## src/rtl/vector_mem_pkg.sv

```systemverilog
// Shared types and defaults for the vector memory requester.
// Optional overflow checking is selected by VMEM_ADDR_OVF_CHECK_EN.
package vector_mem_pkg;

    localparam int VMEM_ADDR_W = 19;
    localparam int VMEM_LANES  = 4;
    localparam int VMEM_LANE_W = 8;

    typedef enum logic [1:0] {
        IDLE,
        ACCESS,
        DRAIN,
        DONE
    } vmem_state_t;

    function automatic logic [VMEM_LANE_W-1:0] lane_byte(
        input logic [31:0] vec,
        input logic [1:0]  k
    );
        return vec[k*VMEM_LANE_W +: VMEM_LANE_W];
    endfunction

endpackage

```

## src/rtl/vmem_lane_counter.sv

```systemverilog
// Two-bit lane index with synchronous clear/enable and a
// terminal-count flag on the last lane.
module vmem_lane_counter #(
    parameter int LAST = 3
) (
    input  logic       clk_i,
    input  logic       rst_i,
    input  logic       clr_i,
    input  logic       en_i,
    output logic [1:0] cnt_o,
    output logic       tc_o
);

    logic [1:0] cnt_q, cnt_d;

    always_comb begin
        cnt_d = cnt_q;
        if (clr_i) begin
            cnt_d = '0;
        end else if (en_i) begin
            cnt_d = cnt_q + 2'd1;
        end
    end

    always_ff @(posedge clk_i or posedge rst_i) begin
        if (rst_i) begin
            cnt_q <= '0;
        end else begin
            cnt_q <= cnt_d;
        end
    end

    assign cnt_o = cnt_q;
    assign tc_o  = (cnt_q == 2'(LAST));

endmodule

```

## src/rtl/vector_mem_requester.sv

```systemverilog
// Serialises a 4-lane byte vector load/store into single-byte accesses.
// Define VMEM_ADDR_OVF_CHECK_EN to suppress overflowing lanes and add ERR.
module vector_mem_requester
    import vector_mem_pkg::*;
#(
    parameter int ADDR_W = VMEM_ADDR_W,
    parameter int LANES  = VMEM_LANES,
    parameter int LANE_W = VMEM_LANE_W
) (
    input  logic              CLK,
    input  logic              RST,
    input  logic              REQ_VALID,
    output logic              REQ_READY,
    input  logic              REQ_WE,
    input  logic [31:0]       BA,
    input  logic [31:0]       VO,
    input  logic [31:0]       WD,
    output logic              STALL,
    output logic              RSP_VALID,
    output logic [31:0]       RD,
    output logic [ADDR_W-1:0] M_ADDR,
    output logic [LANE_W-1:0] M_WD,
    output logic              M_WE,
    output logic              M_RE,
    input  logic [LANE_W-1:0] M_RD
`ifdef VMEM_ADDR_OVF_CHECK_EN
    ,
    output logic              ERR
`endif
);

    vmem_state_t state_q, state_d;

    logic              we_q;
    logic [ADDR_W-1:0] ba_q;
    logic [31:0]       vo_q;
    logic [31:0]       wd_q;
    logic [31:0]       asm_q, asm_d;
    logic [31:0]       rd_q;
    logic              pend_q;
    logic [1:0]        pend_lane_q;

    logic        cnt_clr;
    logic        cnt_en;
    logic [1:0]  lane;
    logic        last_lane;
    logic        accept;
    logic        in_acc;
    logic        lane_ok;
    logic [ADDR_W:0] sum;

    logic unused_ba;
    assign unused_ba = ^BA[31:ADDR_W];

    vmem_lane_counter #(
        .LAST(LANES - 1)
    ) u_cnt (
        .clk_i(CLK),
        .rst_i(RST),
        .clr_i(cnt_clr),
        .en_i (cnt_en),
        .cnt_o(lane),
        .tc_o (last_lane)
    );

    assign accept = REQ_VALID && (state_q == IDLE || state_q == DONE);
    assign in_acc = (state_q == ACCESS);

    // One extra bit keeps the carry so overflow can be detected.
    assign sum = {1'b0, ba_q}
               + {{(ADDR_W+1-LANE_W){1'b0}}, lane_byte(vo_q, lane)};

`ifdef VMEM_ADDR_OVF_CHECK_EN
    logic ovf_acc_q;
    logic err_q;

    assign lane_ok = !sum[ADDR_W];
    assign ERR     = err_q;

    always_ff @(posedge CLK or posedge RST) begin
        if (RST) begin
            ovf_acc_q <= 1'b0;
            err_q     <= 1'b0;
        end else begin
            if (accept) begin
                ovf_acc_q <= 1'b0;
                err_q     <= 1'b0;
            end else if (in_acc && sum[ADDR_W]) begin
                ovf_acc_q <= 1'b1;
            end
            if (state_q == DRAIN) begin
                err_q <= ovf_acc_q;
            end
        end
    end
`else
    logic unused_carry;
    assign unused_carry = sum[ADDR_W];
    assign lane_ok      = 1'b1;
`endif

    always_comb begin
        state_d = state_q;
        cnt_clr = 1'b0;
        cnt_en  = 1'b0;
        unique case (state_q)
            IDLE: begin
                if (REQ_VALID) begin
                    state_d = ACCESS;
                    cnt_clr = 1'b1;
                end
            end
            ACCESS: begin
                cnt_en = 1'b1;
                if (last_lane) begin
                    state_d = DRAIN;
                end
            end
            DRAIN: begin
                state_d = DONE;
            end
            DONE: begin
                if (REQ_VALID) begin
                    state_d = ACCESS;
                    cnt_clr = 1'b1;
                end else begin
                    state_d = IDLE;
                end
            end
            default: begin
                state_d = IDLE;
            end
        endcase
    end

    // Read data trails its strobe by one cycle; drop it into its lane slot.
    always_comb begin
        asm_d = asm_q;
        if (accept) begin
            asm_d = '0;
        end else if (pend_q) begin
            asm_d[pend_lane_q*LANE_W +: LANE_W] = M_RD;
        end
    end

    always_ff @(posedge CLK or posedge RST) begin
        if (RST) begin
            state_q     <= IDLE;
            we_q        <= 1'b0;
            ba_q        <= '0;
            vo_q        <= '0;
            wd_q        <= '0;
            asm_q       <= '0;
            rd_q        <= '0;
            pend_q      <= 1'b0;
            pend_lane_q <= '0;
        end else begin
            state_q     <= state_d;
            asm_q       <= asm_d;
            pend_q      <= M_RE;
            pend_lane_q <= lane;
            if (accept) begin
                we_q <= REQ_WE;
                ba_q <= BA[ADDR_W-1:0];
                vo_q <= VO;
                wd_q <= WD;
            end
            if (state_q == DRAIN && !we_q) begin
                rd_q <= asm_d;
            end
        end
    end

    assign REQ_READY = (state_q == IDLE) || (state_q == DONE);
    assign STALL     = (REQ_VALID && REQ_READY)
                     || (state_q == ACCESS) || (state_q == DRAIN);
    assign RSP_VALID = (state_q == DONE);
    assign RD        = rd_q;
    assign M_ADDR    = in_acc ? sum[ADDR_W-1:0] : '0;
    assign M_WE      = in_acc && we_q && lane_ok;
    assign M_RE      = in_acc && !we_q && lane_ok;
    assign M_WD      = (in_acc && we_q) ? lane_byte(wd_q, lane) : '0;

endmodule

```

## config.mk

```make
export PLATFORM = sky130hd
export DESIGN_NAME = vector_mem_requester
export DESIGN_NICKNAME = d
export VERILOG_FILES = /design/src/rtl/vector_mem_pkg.sv /design/src/rtl/vmem_lane_counter.sv /design/src/rtl/vector_mem_requester.sv
export SDC_FILE = /design/constraint.sdc
export NUM_CORES = 1
export LEC_CHECK = 0
export CAP_MARGIN = 10
export CORE_MARGIN = 3
export CORE_UTILIZATION = 40
export DETAILED_ROUTE_END_ITERATION = 16
export PLACE_DENSITY = 0.67
export SLEW_MARGIN = 20
export SYNTH_ARGS = -nofsm -noshare
export SYNTH_HDL_FRONTEND = slang
export SYNTH_HIERARCHICAL = 1
export SYNTH_SLANG_ARGS = --single-unit
```

## constraint.sdc

```tcl
create_clock -name CLK -period 6.7 [get_ports CLK]
set_clock_uncertainty 0.15 [all_clocks]
set_input_delay 0.67 -clock CLK [delete_from_list [all_inputs] [get_ports CLK]]
set_output_delay 0.67 -clock CLK [all_outputs]
set_load 0.01 [all_outputs]
```

* Word-level counts from Yosys, hierarchy flattened *
Cells that the tools add are included.

cells by class
  divide/modulo/power cells = 0
  shifts and indexed selects = 4
  reduce and logical (&&, ||, !) cells = 12
  eq/ne operators = 6
  bitwise logic cells = 0
  $add $sub $neg = 3
  multipliers = 0
  muxes and demuxes = 14
  $lt $le $gt $ge = 0

operator list
  kind                     number
  $mux 32                  2
  $shiftx 32x6->8          2
  $neg 5->34               1
  $shift 8x34->32 const A  1
  $shiftx 8x34->32         1
  $bwmux 32                1
  $add 19x8->19            1
  $mux 19                  1
  $mux 2                   4
  $mux 8                   1
  $pmux 2 s4               1
  $eq 2x2->1 const B       3
  $logic_and 1x1->1        4
  $mux 1                   4
  $ne 2x2->1 const B       2
  $logic_or 1x1->1         3
  $add 2x1->2 const B      1
  $eq 2x1->1 const B       1
  $logic_not 2->1          1
  $reduce_and 2->1         1
  $reduce_bool 2->1        1
  $reduce_or 2->1          1
  $logic_not 1->1          1

storage, ports and cells
  register bits = 155
  memories kept = 0
  bits in writable memories = 0
  bits in latches = 0
  bits in read-only memories = 0

* Longest topological paths before layout *
  word-level depth = 5
  mapped depth = 9
  depth with buffers taken out = 7

* Cells and area by module *
The synthesis kept the hierarchy.

modules (own cells, without submodules)
  module                area an instance (um2)  times used  cells each  sequential area each (um2)
  vector_mem_requester  7,100.6                 1           558         3,828.7
  vmem_lane_counter     92.6                    1           8           50.0

* Worst setup path before layout *
No wires, ideal clock.

  path type = reg2out
  start = register u_cnt.cnt_q[0], in the netlist u_cnt/cnt_o[0]
  end = output port M_ADDR[16]
  arrival time = 2.825 ns
  path slack = 3.055 ns
  cell stages (with the launch flop) = 10
  cells stage by stage = dfrtp_1 buf_2 buf_2 mux4_2 ha_1 o21ai_0 o2bb2ai_1 buf_2 nor4b_1 mux2i_1

on the way
  cells in the longest elaborated chain, start to end = 3

ends and longest elaborated chain
  item                    line                         source
  start, declared         vmem_lane_counter.sv:14      logic [1:0] cnt_q, cnt_d;
  start signal, assigned  vmem_lane_counter.sv:29      cnt_q <= cnt_d;
  $shiftx 32x6->8         vector_mem_pkg.sv:20         return vec[k*VMEM_LANE_W +: VMEM_LANE_W];
  $add 19x8->19           vector_mem_requester.sv:71   + {{(ADDR_W+1-LANE_W){1'b0}}, lane_byte(vo_q, lane)};
  $mux 19                 vector_mem_requester.sv:179  assign M_ADDR = in_acc ? sum[ADDR_W-1:0] : '0;
  end, declared           vector_mem_requester.sv:21   output logic [ADDR_W-1:0] M_ADDR,

Every way passes these cells.

* Worst setup path after layout *
  start = register u_cnt.cnt_q[0], in the netlist u_cnt/cnt_o[0]
  end = output port M_ADDR[11]

The elaborated chain is that of the path after synthesis.

==> impl_metrics.py <==
metrics = {
    "outcome": {
        "status": "complete, no violations",
    },
    "pwr": {
        "power.share.clock": 0.218,
        "powerDensity_mw_per_mm2": 508.7,
        "p_comb_frac": 0.464,
        "p_seq_frac": 0.318,
        "intPower_mw": 3.154,
        "p_sw_mw": 1.742,
        "swShare": 0.3558,
        "power_leakage_nw": 3.977,
        "peakVddDrop_uv": 214.6,
    },
    "setup_path": {
        "critPathKind": "reg2out",
        "critPathLaunchType": "flop",
        "crit_path_end": "M_ADDR[11]",
        "path_depth": 7,
        "crit_slowest_cell": "dfrtp_1",
        "crit_chain": "mux4_2 -> ha_1 -> a21oi_1 -> nor3b_1 -> a211oi_1 -> mux2i_1 -> clkdlybuf4s50_1",
        "cp.required_ps": 5880,
        "r2r_start": "state_q[1]$_DFFE_PP0P_",
        "cp-startpoint": "u_cnt/cnt_o[0]$_DFFE_PP0P_",
        "r2r_slack_ps": 3490,
        "r2r-end": "we_q$_DFFE_PP0P_",
        "cp_max_fo": 14,
        "worst_setup_path_end_kind": "output pin",
        "path_buf_inv": 1,
        "r2r_cells": 6,
        "cpLargestDelayFamily": "flip-flops",
        "worstPathArrival_ps": 4360,
        "max_stage_delay_ps": 900,
    },
    "timing": {
        "slew_headroom": 0.3583,
        "rsz0062_at_grt": "no",
        "tightest_slew_ps": 962.5,
        "hold_viol": 0,
        "max_freq_mhz": 193.0,
        "post-route-period-util": 0.7735,
        "setup_violations": 0,
        "finalMaxSlewViolations": 0,
        "worst_slack_ps": 1518,
        "min_period_ps": 5182,
        "fin_tns_setup_ps": 0,
    },
    "cells_and_area": {
        "area_growth_pct": 33.83,
        "antenna_cells": 0,
        "fill_cells": 1439,
        "drive_above_1_share": 0.2022,
        "finish.net_count": 842,
    },
    "yosys": {
        "yosys_warnings": 6,
        "syn-num-nets": 694,
        "ys_ff_latch": 155,
        "synth.most_common_cell": "dfrtp_1",
        "synth_flop_cell": "dfrtp_1",
        "syn_inst": 566,
        "synth_edf_count": 0,
        "yosysTopAreaCellShare": 0.5392,
        "synth_cell_type_count": 45,
        "synth_area_leader_cell": "dfrtp_1",
        "ys_seq_area_frac": 0.5392,
        "ys_top_cells_by_count": "dfrtp_1 (155), mux2_2 (83), nand2_1 (46)",
        "syn_area_per_cell_um2": 12.71,
        "synth-async-reset-ratio": 1.000,
        "synth.area.top_cells": "dfrtp_1 (54%), mux2_2 (13%), mux4_2 (5.0%)",
        "syn_area_mm2": 0.007193,
    },
    "cts": {
        "cts_hold_buf": 0,
        "htree_num_levels": 4,
        "cts_setup_buffers": 0,
        "cts_max_path_buffers": 2,
        "cts_made_buffers": 17,
        "clkLatencyLatePin_ps": 410,
        "cts_tree": "built",
        "cts.clk_slew.worst_paths_ps": 60,
        "clockRootBuffer": "clkbuf_16",
        "ctsResizeCount": 0,
        "clock-sinks": 155,
    },
    "global_routing": {
        "grt_pass1_wl_um": 28100,
        "first_global_vias": 5439,
        "grt_usage": 0.1804,
        "grt_antenna_before_repair": 1,
        "grt-ovfl-total": 0,
        "grt_start_max_net_pins": 81,
    },
    "floorplan": {
        "core.rowCount": 48,
        "ios": 172,
        "fp.dieH_um": 140.1,
        "initial_core_util": 0.4116,
        "core_mm2": 0.01748,
        "die_w_um": 140.1,
        "die-area_mm2": 0.01963,
    },
    "drt": {
        "wirelength_um": 17100,
        "drcViolationCount": 0,
        "drt_iter0_markers": 282,
        "vias": 5150,
        "postRouteAntennaNets": 0,
        "viasPerCell": 5.410,
        "wl_per_cell_um": 17.96,
        "first_pass_iters": 6,
    },
    "placement": {
        "place_ws_ps": 1913,
        "io_buffer_count": 158,
        "dp_hpwl_um": 12050,
        "gp_congestion": 0.8044,
    },
    "hold_path": {
        "worstHoldStart": "RD[18]$_DFFE_PP0P_",
        "hp-class": "reg2reg",
    },
    "flow_run": {
        "max-cap-violations": 0,
    },
}
## per-layer routing
layer,share of wire,wire [um],track usage
met3,0.081,1381,0.07306
met5,0.00076,13,0
met1,0.41,7006,0.2191
met2,0.48,8292,0.2937
met4,0.024,407,0.06119
## cells by family (layout without fill, tap and decap cells)
kind of cell    Yosys count  in the layout  share of synthesized area
compound gates          100            100                     0.1033
xor+xnor                  4              4                   0.004871
fa+ha+maj                20             20                    0.03583
buf+inv                  44            205                    0.02644
flops                   155            155                     0.5392
mux                     109            109                     0.1939
simple gates            134            134                    0.09637
## how the worst min path moves through the flow
stage                                     endpoint  depth (start not counted)
after floorplan           pend_lane_q[1]$_DFF_PP0_                          0
after global placement          RD[27]$_DFFE_PP0P_                          2
after detailed placement        RD[29]$_DFFE_PP0P_                          2
after CTS                       RD[29]$_DFFE_PP0P_                          2
after global routing            RD[18]$_DFFE_PP0P_                          2
final                           RD[18]$_DFFE_PP0P_                          2
## through the flow
| step | instances | area, um^2 | utilization | total power [mW] | hold slack [ps] |
|---|---|---|---|---|---|
| 6_report | 952 | 9627 | 0.5508 | 4.897 | 326.9 |
| 5_1_grt | 952 | 9627 | 0.5508 | 5.232 | 345.3 |
| 4_1_cts | 952 | 9619 | 0.5504 | 4.947 | 332.6 |
| 3_5_place_dp | 920 | 8956 | 0.5125 | 3.856 | 318.8 |
| 3_3_place_gp | 920 | 8956 | 0.5125 | 3.748 | 312.1 |
| 2_1_floorplan | 566 | 7193 | - | 3.046 | 242.1 |
## power by group through the flow
| stage | clock, mW | sequential, mW | combinational [mW] |
|---|---|---|---|
| finish | 1.07 | 1.56 | 2.27 |
| global route | 1.13 | 1.61 | 2.48 |
| CTS | 1.10 | 1.56 | 2.29 |
| detailed placement | 0 | 1.58 | 2.28 |
| global placement | 0 | 1.55 | 2.20 |
| floorplan | 0 | 1.50 | 1.55 |
## flip-flops by register name, summed over array words and instances, names as in the netlist
name and cells:
state_q 2, pend_lane_q 2, pend_q 1, u_cnt/cnt_o 2, ba_q 19, wd_q 32
RD 32, asm_q 32, vo_q 32, we_q 1
## layout by cell type (no fill, tap or decap), types with 3 or more instances in the layout
| cell type | instances |
|---|---|
| and2_1 | 11 |
| inv_1 | 9 |
| mux2i_1 | 10 |
| nand2_1 | 46 |
| bufinv_16 | 5 |
| buf_4 | 5 |
| clkdlybuf4s50_1 | 158 |
| mux4_2 | 16 |
| a21o_1 | 3 |
| inv_6 | 5 |
| a22oi_1 | 17 |
| a211oi_1 | 7 |
| clkbuf_16 | 17 |
| nor2_1 | 40 |
| a32oi_1 | 16 |
| a21oi_1 | 7 |
| nand2_2 | 3 |
| o21ai_0 | 6 |
| nand4_1 | 4 |
| nand2b_1 | 10 |
| mux2_2 | 83 |
| ha_1 | 18 |
| dfrtp_1 | 155 |
| o31ai_1 | 34 |
## worst register-to-register path, stage by stage, from the launching register on
cell	delay, ps
dfrtp_1	420
inv_1	120
ha_1	340
nor2b_4	120
buf_4	730
buf_4	760
mux2_2	470
## final cells by class
type | instances | area, um^2 | share of cell area
clock inverter | 12 | 206.4 | 0.02145
tap | 225 | 281.5 | 0.02924
inverter | 10 | 42.54 | 0.004419
sequential | 155 | 3879 | 0.4029
multi-input combinational | 367 | 3142 | 0.3264
timing repair buffer | 163 | 1619 | 0.1682
clock buffer | 20 | 456.7 | 0.04744
Note: power is estimated with default switching activity, not from simulation.
